**config.mk**
```make
export PLATFORM = sky130hd
export DESIGN_NAME = matrix_satd_acc
export DESIGN_NICKNAME = d
export VERILOG_FILES = /design/src/rtl/matrix_satd_acc.sv
export SDC_FILE = /design/constraint.sdc
export NUM_CORES = 1
export LEC_CHECK = 0
export ABC_AREA = 0
export BUFFER_PORTS_ARGS = -buffer_cell sky130_fd_sc_hd__buf_2
export CAP_MARGIN = 25
export CORE_ASPECT_RATIO = 1.1
export CORE_UTILIZATION = 63
export DETAILED_ROUTE_END_ITERATION = 16
export PLACE_DENSITY_LB_ADDON = 0.15
export SETUP_SLACK_MARGIN = 0.1
export SYNTH_ARGS = -nofsm -noshare
export SYNTH_HDL_FRONTEND = slang
export SYNTH_SLANG_ARGS = --single-unit
```
**constraint.sdc**
```tcl
create_clock -name clk -period 3.8 [get_ports clk]
set_clock_uncertainty 0.15 [all_clocks]
set_input_delay 0.57 -clock clk [delete_from_list [all_inputs] [get_ports clk]]
set_output_delay 0.57 -clock clk [all_outputs]
set_load 0.02 [all_outputs]
```
**src/rtl/matrix_satd_acc.sv**
```systemverilog
// matrix_satd_acc: block SATD accumulator fed by the transformed column stream.
// Each accepted column is reduced to the sum of the absolute values of its
// 16 signed elements. COL_NUM of those column sums form one block SATD result.
// Block boundaries are tracked only by an internal column counter.
//
// Handshake rules (both ports): a beat moves on a rising edge where vld & rdy
// are both high. A producer holds vld and its data stable until that edge.
// rdy may be high while vld is low, and then it has no effect.
`timescale 1ns/1ps
module matrix_satd_acc #(
  parameter int DATA_WIDTH = 8,
  parameter int COL_NUM    = 16,
  parameter int SUM_WIDTH  = DATA_WIDTH + 12
) (
  input  logic                         clk,
  input  logic                         rst_n,
  input  logic                         tmp_col_vld,
  output logic                         tmp_col_rdy,
  input  logic [(DATA_WIDTH+4)*16-1:0] tmp_col_data,
  output logic                         satd_vld,
  input  logic                         satd_rdy,
  output logic [SUM_WIDTH-1:0]         satd_data
);

  localparam int EW  = DATA_WIDTH + 4;  // input element width
  localparam int S1W = DATA_WIDTH + 8;  // one column's abs sum, exact
  localparam int CW  = $clog2(COL_NUM);

  logic [CW-1:0]        col_cnt;
  logic                 s1_vld;
  logic                 s1_last;
  logic [S1W-1:0]       s1_sum;
  logic [S1W-1:0]       col_abs_sum;
  logic [SUM_WIDTH-1:0] acc;
  logic                 in_fire;
  logic                 s1_fire;

  // A non-last beat always drains into acc. A last beat waits only while the
  // output register still holds a result nobody has taken.
  assign s1_fire     = s1_vld & (~s1_last | ~satd_vld | satd_rdy);
  assign tmp_col_rdy = ~s1_vld | s1_fire;
  assign in_fire     = tmp_col_vld & tmp_col_rdy;

  // Sum of absolute values of the 16 elements. Each magnitude gets one extra
  // bit, so the most negative input keeps its exact magnitude.
  always_comb begin : abs_sum
    logic [EW:0] ext;
    logic [EW:0] mag;
    ext         = '0;
    mag         = '0;
    col_abs_sum = '0;
    for (int k = 0; k < 16; k++) begin
      ext         = {tmp_col_data[k*EW+EW-1], tmp_col_data[k*EW +: EW]};
      mag         = ext[EW] ? (~ext + (EW+1)'(1)) : ext;
      col_abs_sum = col_abs_sum + S1W'(mag);
    end
  end

  // Stage 1: register the column sum, tag the block's last column, and
  // advance the column counter.
  always_ff @(posedge clk or negedge rst_n) begin
    if (!rst_n) begin
      col_cnt <= '0;
      s1_vld  <= 1'b0;
      s1_sum  <= '0;
      s1_last <= 1'b0;
    end else if (in_fire) begin
      s1_sum  <= col_abs_sum;
      s1_last <= (col_cnt == CW'(COL_NUM - 1));
      col_cnt <= col_cnt + CW'(1);
      s1_vld  <= 1'b1;
    end else if (s1_fire) begin
      s1_vld  <= 1'b0;
    end
  end

  // Stage 2: accumulate a block. The last column closes the block into the
  // output register and restarts acc in the same cycle.
  always_ff @(posedge clk or negedge rst_n) begin
    if (!rst_n) begin
      acc       <= '0;
      satd_data <= '0;
    end else if (s1_fire) begin
      if (s1_last) begin
        satd_data <= acc + SUM_WIDTH'(s1_sum);
        acc       <= '0;
      end else begin
        acc       <= acc + SUM_WIDTH'(s1_sum);
      end
    end
  end

  // Output valid: a new result takes priority over the consumption of the
  // previous one in the same cycle.
  always_ff @(posedge clk or negedge rst_n) begin
    if (!rst_n) begin
      satd_vld <= 1'b0;
    end else if (s1_fire && s1_last) begin
      satd_vld <= 1'b1;
    end else if (satd_vld && satd_rdy) begin
      satd_vld <= 1'b0;
    end
  end

endmodule
```
==> metrics.md, run 1 <==
| Metric | Value |
|---|---|
| Halt Stage | `5_1_grt` |
| Avg Cell Area, Syn | `9.11 sq um` |
| Largest net degree at the start of global routing | `36` |
| Outcome | `aborted with a tool error` |
| Post-DP Area | `15,400 sq um` |
| Die Y | `approximately 140 microns` |
| Detail Placement HPWL | `30,500 microns` |
| Async SR Flop Fraction | `100%` |
| GRT overflow | `30` |
| GRT Overall Usage | `60.3%` |
| Post-synth EDFFs | `0` |
| Tool error | `[ERROR GRT-0232] Routing congestion too high. Check the congestion heatmap in the GUI.` |
| Post-Syn Instances | `between 1,000 and 1,500` |
| I/O pin total | `between 200 and 250` |
| CTS Hold Buffers Added | `0` |
| Ys flop type | `dfrtp_1` |
| Inserted Clock Buffers | `9` |
| Worst ep type | `register data pin` |
| Max Buffers Root-to-Sink | `2` |
| Synth cell types | `62` |
| Worst_ep grt | `s1_sum[14]$_DFFE_PN0P_/D` |
| FP Rows | `51` |
| Yosys reg bits | `63` |
| CTS sink count | `63` |
| Starting Density | `64.7%` |
| GP Congestion | `about 0.97` |
| Max H-tree Level | `3` |
| Port Buffer Count | `217` |
| Yosys warning total | `0` |
| Mapped Area | `11,600 sq um` |
| Seq/Total Area, Yosys | `13.6%` |
| Die X | `131 microns` |
| CTS Root Cell | `clkbuf_16` |
through the flow:
| step | instances | utilization [%] | hold WS (ns) | setup TNS, ns | setup WS, ns |
|---|---|---|---|---|---|
| after floorplan | 1284 | - | 0.124 | -26.34 | -2.30 |
| after global placement | 1973 | 86.3 | 0.307 | -32.86 | -2.69 |
| after CTS | 1998 | 90.7 | 0.123 | -29.22 | -2.37 |
| after detailed placement | 1973 | 86.3 | 0.320 | -35.19 | -2.88 |
cell usage after synthesis, types with 24 or more instances:
master / number / area [sq um]
inv_1: 220 / 826
fa_1: 179 / 3580
nand2_1: 137 / 514
xnor2_1: 105 / 920
xor2_1: 70 / 613
o21ai_0: 68 / 340
dfrtp_1: 63 / 1580
ha_1: 57 / 713
o31ai_1: 44 / 330
nor2_1: 39 / 146
nand2b_1: 26 / 163
clkbuf_1: 24 / 90.1
logic make-up after synthesis:
| family | synth area share [%] |
|---|---|
| and+or+nand+nor | 13.3 |
| buffers and inverters | 8.11 |
| adders and majority gates | 37.1 |
| AOI/OAI and AO/OA | 12.6 |
| DFF | 13.6 |
| muxes | 1.82 |
| other | 0.0649 |
| xor gates and xnor gates | 13.3 |
metal layers:
layer  GRT overflow  global-route usage (%)
met1              0                    59.1
met2             19                    89.6
met3              0                    29.9
met4             11                    66.0
met5              0                    1.59
what timing repair did:
item / in CTS
setup endpoints to repair: 15
setup buffers: 10
gates cloned: 0
resized for setup: 101
pin swaps: 47
==> run 2, diff against run 1 <==
Settings changed: CORE_ASPECT_RATIO 1.1 to default, CORE_UTILIZATION 63 to 40, SETUP_SLACK_MARGIN 0.1 to default.
==> run 2 against run 1 <==
Net effect: the flow now finishes, with violations (setup timing); synthesized cell count stayed put; area after synthesis stayed put.
==> metrics.md, run 2 <==
| Metric | Value |
|---|---|
| Outcome | `finished, violations left` |
| Failing checks | `setup timing` |
| Detail Placement HPWL | `29,200 microns` |
| Post-synth EDFFs | `0` |
| CTS sink count | `63` |
| Max Buffers Root-to-Sink | `2` |
| Async SR Flop Fraction | `100%` |
| Yosys reg bits | `63` |
| CTS Root Cell | `clkbuf_16` |
| CTS Hold Buffers Added | `0` |
| Cell mode on critical path | `fa_1` |
| Starting Density | `41.2%` |
| Die Footprint | `29,600 sq um` |
| Worst setup margin | `-2.33 ns` |
| Core ar. | `~28,000 sq um` |
| Worst Tran Pin Value | `0.774 ns` |
| Worst Setup Path Type | `in -> reg` |
| Final Non-Filler Cells | `2,147` |
| CP max stage delay | `0.58 ns` |
| WP depth | `21` |
| HP Class | `in -> async` |
| Max H-tree Level | `3` |
| CP cell instances | `buf_6 -> or3_4 -> nor2_4 -> nand2_2 -> or3_4 -> o31ai_4 -> xnor2_2 -> fa_2 -> fa_1 -> fa_1 -> fa_1 -> fa_1 -> inv_2 -> fa_1 -> inv_2 -> ha_4 -> and2_4 -> a311oi_4 -> buf_4 -> xor2_1 -> o21ai_1` |
| Startpoint types | `primary input` |
| Worst setup endpoint | `s1_sum[11]` |
| Reg2reg path depth | `8` |
| GRT overflow | `0` |
| Fin crit share | `161%` |
| RSZ-0062 raised after global routing | `yes` |
| Area delta synth->final | `45.4%` |
| Antenna violation net count after detailed routing | `0` |
| GP Congestion | `0.915` |
| Dpl cells | `2,119` |
| Iter 0 DRT Violations | `413` |
| Clk_lat worst skew | `about 0.33 ns` |
| Avg Cell Area, Syn | `9.11 sq um` |
| Yosys warning total | `0` |
| Worst setup EP type | `register` |
| Filler cell count | `2,587` |
| Inserted Clock Buffers | `9` |
| Max Cap Viol | `0` |
| R2R Path End | `satd_data[10]` |
| Mapped Area | `11,600 sq um` |
| Drt via density | `4.75` |
| Ys flop type | `dfrtp_1` |
| Crit-path slowest cell | `fa_1` |
| Synth top cells by count | `inv_1 (220), fa_1 (179), nand2_1 (137)` |
| Commonest non-fill, non-tap cell in the layout | `buf_4` |
| Rel. slew slack | `48.4%` |
| Drt pass-1 iters | `4` |
| FP Rows | `a little over 60` |
| Setup tns final | `-27.77 ns` |
| CTS tree | `done` |
| Period minus WS final | `6.13 ns` |
| Clock Pin Slew Worst Setup and Hold Paths | `0.05 ns` |
| Synth top area share | `31.0%` |
| Seq/Total Area, Yosys | `between 10% and 20%` |
| Initial antenna violation count | `3` |
| Vias in the first global route | `10,700` |
| Worst R2R Start | `s1_sum[0]` |
| Required time worst endpoint | `3.86 ns` |
| Critical Path Start | `tmp_col_data[14]` |
| Commonest non-fill, non-tap cells in the layout | `buf_4 (278), buf_2 (196), inv_1 (180), fa_1 (160), nand2_1 (124)` |
| Layout cells sized above 1 | `42.6%` |
| Register-to-Register Setup Slack | `1.14 ns` |
| Yosys top cell by area | `fa_1` |
| DR WL/cell | `15.4 microns` |
| Biggest regs | `acc x20, satd_data x20, s1_sum x16` |
| Post-Syn Instances | `1,270` |
| Port Buffer Count | `217` |
| DR vias | `10,200` |
| DRC Markers | `0` |
| Max Clk Rate | `~160 MHz` |
| Setup Viol. Count Final | `15` |
| Most common cell in the netlist | `inv_1` |
| First-pass GRT wire length | `53,000 microns` |
| I/O pin total | `218` |
| Die X | `172 microns` |
| Buf+Inv Stages, Crit Path | `4` |
| GRT Overall Usage | `23.4%` |
| Detailed-route wire length | `about 33,000 microns` |
| Endpoints failing hold | `0` |
| Top delay family on crit path | `adder cells` |
| Largest cells by area after synthesis | `fa_1 (31%), dfrtp_1 (14%), xnor2_1 (8.0%)` |
| Die Y | `~170 microns` |
| CP arrival | `6.19 ns` |
| Pins Over Slew Limit | `0` |
| Final nets | `approximately 2,200` |
| Largest net degree at the start of global routing | `64` |
| Max FO, Critical Path | `4` |
| Synth cell types | `62` |
-- run 2: cell families after synthesis --
logic type,count (synthesis),share of synthesized area (%)
fa+ha+maj,236,37.1
flops,63,13.6
buf+inv,249,8.11
other cells,2,0.0649
compound gates,214,12.6
mux,19,1.82
xor+xnor,175,13.3
simple gates,312,13.3
-- run 2: layout make-up --
type	count	area, sq um	area share, %
clock buffers	11	233	1.38
repair buffers	497	3340	19.9
well taps	378	473	2.81
inverters	220	876	5.21
clock inverters	5	25.0	0.149
diodes	1	2.50	0.0149
multi-input cells	972	10300	61.2
flip-flops and latches	63	1580	9.38
-- run 2: through the flow --
stage	util, %	setup slack (ns)	instance area [sq um]	hold slack [ns]
global placement	55.7	-2.75	15600	0.304
CTS	58.7	-2.34	16500	0.283
detailed placement	55.7	-2.81	15600	0.312
floorplan	-	-2.30	12200	0.124
global route	59.8	-2.54	16800	0.325
finish	59.9	-2.33	16800	0.259
-- run 2: metal layers --
layer	share of wire, %	track usage (%)
met1	45	30.3
met2	50	41.4
met3	3.5	2.52
met4	1.9	6.12
met5	0.11	0
-- run 2: what timing repair did --
| action | CTS | global route |
|---|---|---|
| endpoints found under the setup margin | 15 | 15 |
| buffers inserted | 10 | 2 |
| pin swaps | 76 | 55 |
| gates resized for setup | 114 | 82 |
-- run 2: worst min path at each step --
| stage | slack [ns] | from | cells past startpoint | end |
|---|---|---|---|---|
| finish | 0.26 | rst_n | 2 | acc[15] |
| global route | 0.32 | tmp_col_vld | 2 | s1_vld |
| CTS | 0.28 | rst_n | 2 | acc[12] |
| detailed placement | 0.31 | col_cnt[3] | 1 | col_cnt[3] |
| global placement | 0.30 | acc[0] | 2 | acc[0] |
| floorplan | 0.12 | rst_n | 0 | acc[0] |
Power of run 2 is left out: the tool's default activity adds up to more than one toggle a clock period on the data nets, which glitch-free logic cannot reach.
==> run 3, diff against run 2 <==
Settings changed: REMOVE_ABC_BUFFERS from default to 1.
==> run 3 against run 2 <==
Net effect: the run still ends with setup timing left; sequential share of layout area fell by 0.19 points; first-iteration DRC count fell by 3.9%; non-clock buffer count is 9 higher; global-route usage up 0.30 points; critical path depth stayed put; count of clock-buffer cells in the layout is 2 higher; final cell count up 0.47%; die area unchanged; worst setup slack worse by 0.011 ns; largest cell class unchanged.
==> metrics.md, run 3 (synthesis gave the netlist of run 2 again) <==
| Metric | Value |
|---|---|
| Worst Tran Pin Value | `0.905 ns` |
| DR WL/cell | `15.6 microns` |
| Drt pass-1 iters | `4` |
| CP arrival | `6.20 ns` |
| Worst setup EP type | `register` |
| FP Rows | `a little over 60` |
| Dpl cells | `2,118` |
| Area delta synth->final | `48.4%` |
| Setup Viol. Count Final | `15` |
| Setup tns final | `-28.10 ns` |
| Die Footprint | `29,600 sq um` |
| Drt via density | `4.83` |
| Largest net degree at the start of global routing | `36` |
| DR vias | `10,400` |
| Max FO, Critical Path | `4` |
| Crit-path slowest cell | `fa_2` |
| Period minus WS final | `6.14 ns` |
| Worst Setup Path Type | `in -> reg` |
| Inserted Clock Buffers | `9` |
| GRT Overall Usage | `approximately a quarter` |
| Endpoints failing hold | `0` |
| Antenna violation net count after detailed routing | `0` |
| Startpoint types | `primary input` |
| Rel. slew slack | `between 30% and 40%` |
| DRC Markers | `0` |
| Commonest non-fill, non-tap cell in the layout | `buf_4` |
| Top delay family on crit path | `adder cells` |
| Max Cap Viol | `0` |
| DP Worst Slack | `-3.01 ns` |
| GRT overflow | `0` |
| Final nets | `2,204` |
| Max Buffers Root-to-Sink | `2` |
| CP cell instances | `buf_6 -> or4_4 -> or2_4 -> o41ai_2 -> xor2_1 -> fa_1 -> inv_1 -> fa_1 -> fa_2 -> fa_1 -> fa_1 -> inv_1 -> fa_1 -> inv_2 -> ha_4 -> and2_4 -> a311oi_2 -> buf_4 -> buf_6 -> xor2_2 -> o21ai_1` |
| Fin crit share | `162%` |
| Starting Density | `41.2%` |
| Max H-tree Level | `3` |
| I/O pin total | `~220` |
| Layout cells sized above 1 | `44.9%` |
| Buf+Inv Stages, Crit Path | `6` |
| CTS sink count | `63` |
| Biggest regs | `acc x20, satd_data x20, s1_sum x16` |
| CTS Root Cell | `clkbuf_16` |
| GP Congestion | `0.907` |
| Port Buffer Count | `217` |
| Cell mode on critical path | `fa_1` |
| Util after Layout | `a little over 60%` |
| CTS Hold Buffers Added | `0` |
| Core ar. | `28,100 sq um` |
| Detailed-route wire length | `33,700 microns` |
| HP Class | `in -> async` |
| Worst setup margin | `-2.34 ns` |
| Failing checks | `setup timing` |
| Iter 0 DRT Violations | `397` |
| CP max stage delay | `0.57 ns` |
| Detail Placement HPWL | `29,200 microns` |
| Commonest non-fill, non-tap cells in the layout | `buf_4 (281), buf_2 (194), inv_1 (173), fa_1 (160), nand2_1 (122)` |
| First-pass GRT wire length | `53,800 microns` |
| Clock Pin Slew Worst Setup and Hold Paths | `approximately 0.05 ns` |
| Required time worst endpoint | `3.86 ns` |
| Max Clk Rate | `about 160 MHz` |
| Final Non-Filler Cells | `2,157` |
| Vias in the first global route | `10,800` |
| Die Y | `172 microns` |
| Outcome | `finished, violations left` |
| CTS tree | `done` |
| Clk_lat worst skew | `0.33 ns` |
| RSZ-0062 raised after global routing | `yes` |
| Die X | `172 microns` |
| Initial antenna violation count | `5` |
| Pins Over Slew Limit | `0` |
==> run 3: cell count changes in the layout (fill, tap and decap cells not counted), moves of 7 or more <==
cell     change
xor2_1       -7
o21ai_1      -7
xor2_2       +7
inv_1        -7
buf_6       +12
inv_2       +15
==> run 3: final timing paths <==
| check | slack [ns] | depth (start not counted) | from | endpoint |
|---|---|---|---|---|
| hold reg to reg | 0.32 | 2 | satd_data[8] | satd_data[8] |
| max in group asynchronous | 2.57 | 2 | rst_n | satd_vld |
| setup / recovery | -2.34 | 21 | tmp_col_data[75] | s1_sum[11] |
| min in group clk | 0.31 | 2 | tmp_col_vld | s1_vld |
| setup reg to reg | 1.14 | 8 | s1_sum[0] | satd_data[10] |
| hold / removal | 0.16 | 1 | rst_n | satd_data[15] |
==> run 3: layout make-up <==
class | instances | area [sq um]
Fill cell | 2493 | 10900
Multi-Input combinational cell | 972 | 10500
Timing Repair Buffer | 506 | 3450
Sequential cell | 63 | 1580
Inverter | 220 | 836
Tap cell | 378 | 473
Clock buffer | 13 | 260
Clock inverter | 3 | 17.5
Antenna cell | 2 | 5.00
==> run 3: worst reg2reg max path, delay by kind of cell, from the launching register on <==
family	cells	cell delay, ns
compound gates	3	0.76
xor+xnor	1	0.18
fa+ha+maj	2	0.67
flops	1	0.38
mux	1	0.27
simple gates	1	0.14
==> run 3: what timing repair did <==
item,in CTS,in global routing
pin swaps,112,115
resized for setup,231,135
buffers inserted,13,9
setup endpoints to repair,15,15
==> run 3: routing by layer <==
metal  global-route usage [%]  share of wire, %
met1                     30.3                44
met2                     42.1                50
met3                     3.02               3.7
met4                     5.89               1.8
met5                        0              0.10
==> run 3: per-stage QoR <==
step | hold slack, ns | area (sq um)
finish | 0.159 | 17200
global placement | 0.307 | 15100
global route | 0.217 | 17200
floorplan | 0.124 | 11500
detailed placement | 0.316 | 15100
CTS | 0.178 | 16400
Power of run 3 is left out for the same reason.
==> run 4, diff against run 3 <==
Settings changed: CORE_MARGIN from default to 5, PLACE_DENSITY from default to 0.67, PLACE_DENSITY_LB_ADDON 0.15 to default.
==> run 4 against run 3 <==
Net effect: the run still ends with setup timing left; routed wire length rose by 2.2%; utilization fell by 2.8 points; critical endpoint unchanged; worst setup slack got worse by 0.042 ns; final cell count fell by 0.65%; maximum frequency fell by 0.68%.
==> metrics.md, run 4 (synthesis gave the netlist of run 2 again) <==
| Metric | Value |
|---|---|
| Outcome | `finished, violations left` |
| Failing checks | `setup timing` |
| Iter 0 DRT Violations | `504` |
| Die X | `about 180 microns` |
| Area delta synth->final | `44.2%` |
| GRT Overall Usage | `20.6%` |
| Top delay family on crit path | `adder cells` |
| Drt pass-1 iters | `5` |
| Detail Placement HPWL | `29,400 microns` |
| First-pass GRT wire length | `55,100 microns` |
| CTS Root Cell | `clkbuf_16` |
| FP Rows | `62` |
| Initial antenna violation count | `6` |
| Core ar. | `28,600 sq um` |
| DR WL/cell | `16.1 microns` |
| Fin crit share | `163%` |
| Commonest non-fill, non-tap cell in the layout | `buf_4` |
| I/O pin total | `218` |
| Biggest regs | `acc x20, satd_data x20, s1_sum x16` |
| Worst setup EP type | `register` |
| Max H-tree Level | `3` |
| Worst Tran Pin Value | `0.826 ns` |
| CTS tree | `done` |
| Die Footprint | `32,400 sq um` |
| Required time worst endpoint | `3.85 ns` |
| Buf+Inv Stages, Crit Path | `6` |
| Max Buffers Root-to-Sink | `2` |
| Period minus WS final | `6.18 ns` |
| Commonest non-fill, non-tap cells in the layout | `buf_4 (265), buf_2 (202), inv_1 (187), fa_1 (163), nand2_1 (124)` |
| CP cell instances | `buf_6 -> or3_4 -> nor2_4 -> nand2_2 -> or3_4 -> nand2_4 -> xnor2_4 -> fa_1 -> fa_1 -> fa_1 -> fa_1 -> fa_1 -> inv_2 -> fa_1 -> inv_2 -> ha_4 -> buf_6 -> o21bai_4 -> a311oi_2 -> buf_4 -> buf_6 -> xor2_1 -> o21ai_1` |
| HP Class | `in -> async` |
| Clock Pin Slew Worst Setup and Hold Paths | `0.05 ns` |
| Setup Viol. Count Final | `15` |
| GRT overflow | `0` |
| Inserted Clock Buffers | `9` |
| Vias in the first global route | `11,200` |
| Largest net degree at the start of global routing | `40` |
| Max Cap Viol | `0` |
| Dpl cells | `2,112` |
| Cell mode on critical path | `fa_1` |
| Crit-path slowest cell | `fa_1` |
| Layout cells sized above 1 | `41.4%` |
| Antenna violation net count after detailed routing | `0` |
| Clk_lat worst skew | `~0.33 ns` |
| Final nets | `2,185` |
| Reg2reg path depth | `8` |
| Max Clk Rate | `162 MHz` |
| R2R Path End | `satd_data[14]` |
| Max FO, Critical Path | `4` |
| RSZ-0062 raised after global routing | `yes` |
| Pins Over Slew Limit | `0` |
| Starting Density | `40.4%` |
| CP arrival | `~6.2 ns` |
| Setup tns final | `-28.36 ns` |
| Rel. slew slack | `44.8%` |
| GP Congestion | `roughly 0.95` |
| Util after Layout | `58.3%` |
| CTS sink count | `63` |
| Startpoint types | `primary input` |
| WP depth | `23` |
| Detailed-route wire length | `34,500 microns` |
| CP max stage delay | `0.60 ns` |
| Worst R2R Start | `s1_sum[0]` |
| Final Non-Filler Cells | `2,143` |
| Worst Setup Path Type | `in -> reg` |
| Endpoints failing hold | `0` |
| Die Y | `between 150 and 200 microns` |
| CTS Hold Buffers Added | `0` |
| DR vias | `10,500` |
| Worst setup margin | `-2.38 ns` |
| Register-to-Register Setup Slack | `roughly 1.2 ns` |
| Drt via density | `a little under 5` |
| DRC Markers | `0` |
| Port Buffer Count | `217` |
==> run 4: cell count changes in the layout (fill, tap and decap cells not counted), moves of 6 or more <==
cell	change
nand2b_1	+6
nand2b_4	-6
buf_6	-12
buf_4	-16
ha_4	-6
inv_1	+14
buf_2	+8
inv_2	-12
==> run 4: worst max path at each step <==
stage	startpoint	endpoint	slack, ns
floorplan	tmp_col_data[16]	s1_sum[15]	-2.64
global placement	tmp_col_data[16]	s1_sum[11]	-2.97
detailed placement	tmp_col_data[184]	s1_sum[14]	-2.98
CTS	tmp_col_data[14]	s1_sum[15]	-2.41
global route	tmp_col_data[88]	s1_sum[11]	-2.59
finish	tmp_col_data[14]	s1_sum[11]	-2.38
==> run 4: routing by layer <==
layer	up-vias	part of all wire, %	global-route usage [%]	wire, microns
li1	5085	-	-	-
met1	5083	42	26.4	14500
met2	279	50	36.3	17400
met3	64	4.9	3.67	1680
met4	10	2.5	5.54	859
met5	-	0.16	0	54
==> run 4: worst reg2reg max path: cells and delay by family (launching register included) <==
kind,cells,cell delay (ns)
compound gates,3,0.69
xor+xnor,1,0.20
fa+ha+maj,2,0.69
flops,1,0.38
mux,1,0.29
simple gates,1,0.13
==> run 4: area by class of cell <==
class / instances / area (sq um)
repair buffers: 487 / 3240
clock buffers: 13 / 250
fillers: 2431 / 11900
flip-flops and latches: 63 / 1580
multi-input cells: 972 / 10200
clock inverters: 3 / 42.5
well taps: 384 / 480
inverters: 220 / 833
diodes: 1 / 2.50
==> run 4: metrics by stage <==
step	instance area [sq um]	worst slack [ns]	hold slack [ns]
finish	16700	-2.38	0.189
global route	16700	-2.59	0.263
CTS	16200	-2.41	0.210
detailed placement	15000	-2.98	0.314
global placement	15000	-2.97	0.309
floorplan	11500	-2.64	0.124
==> run 4: repair_timing <==
item	CTS	global route
setup buffers	8	6
hold endpoints to repair	0	0
endpoints found under the setup margin	15	15
pin swaps	120	96
resized for setup	199	90
Power of run 4 is left out for the same reason.
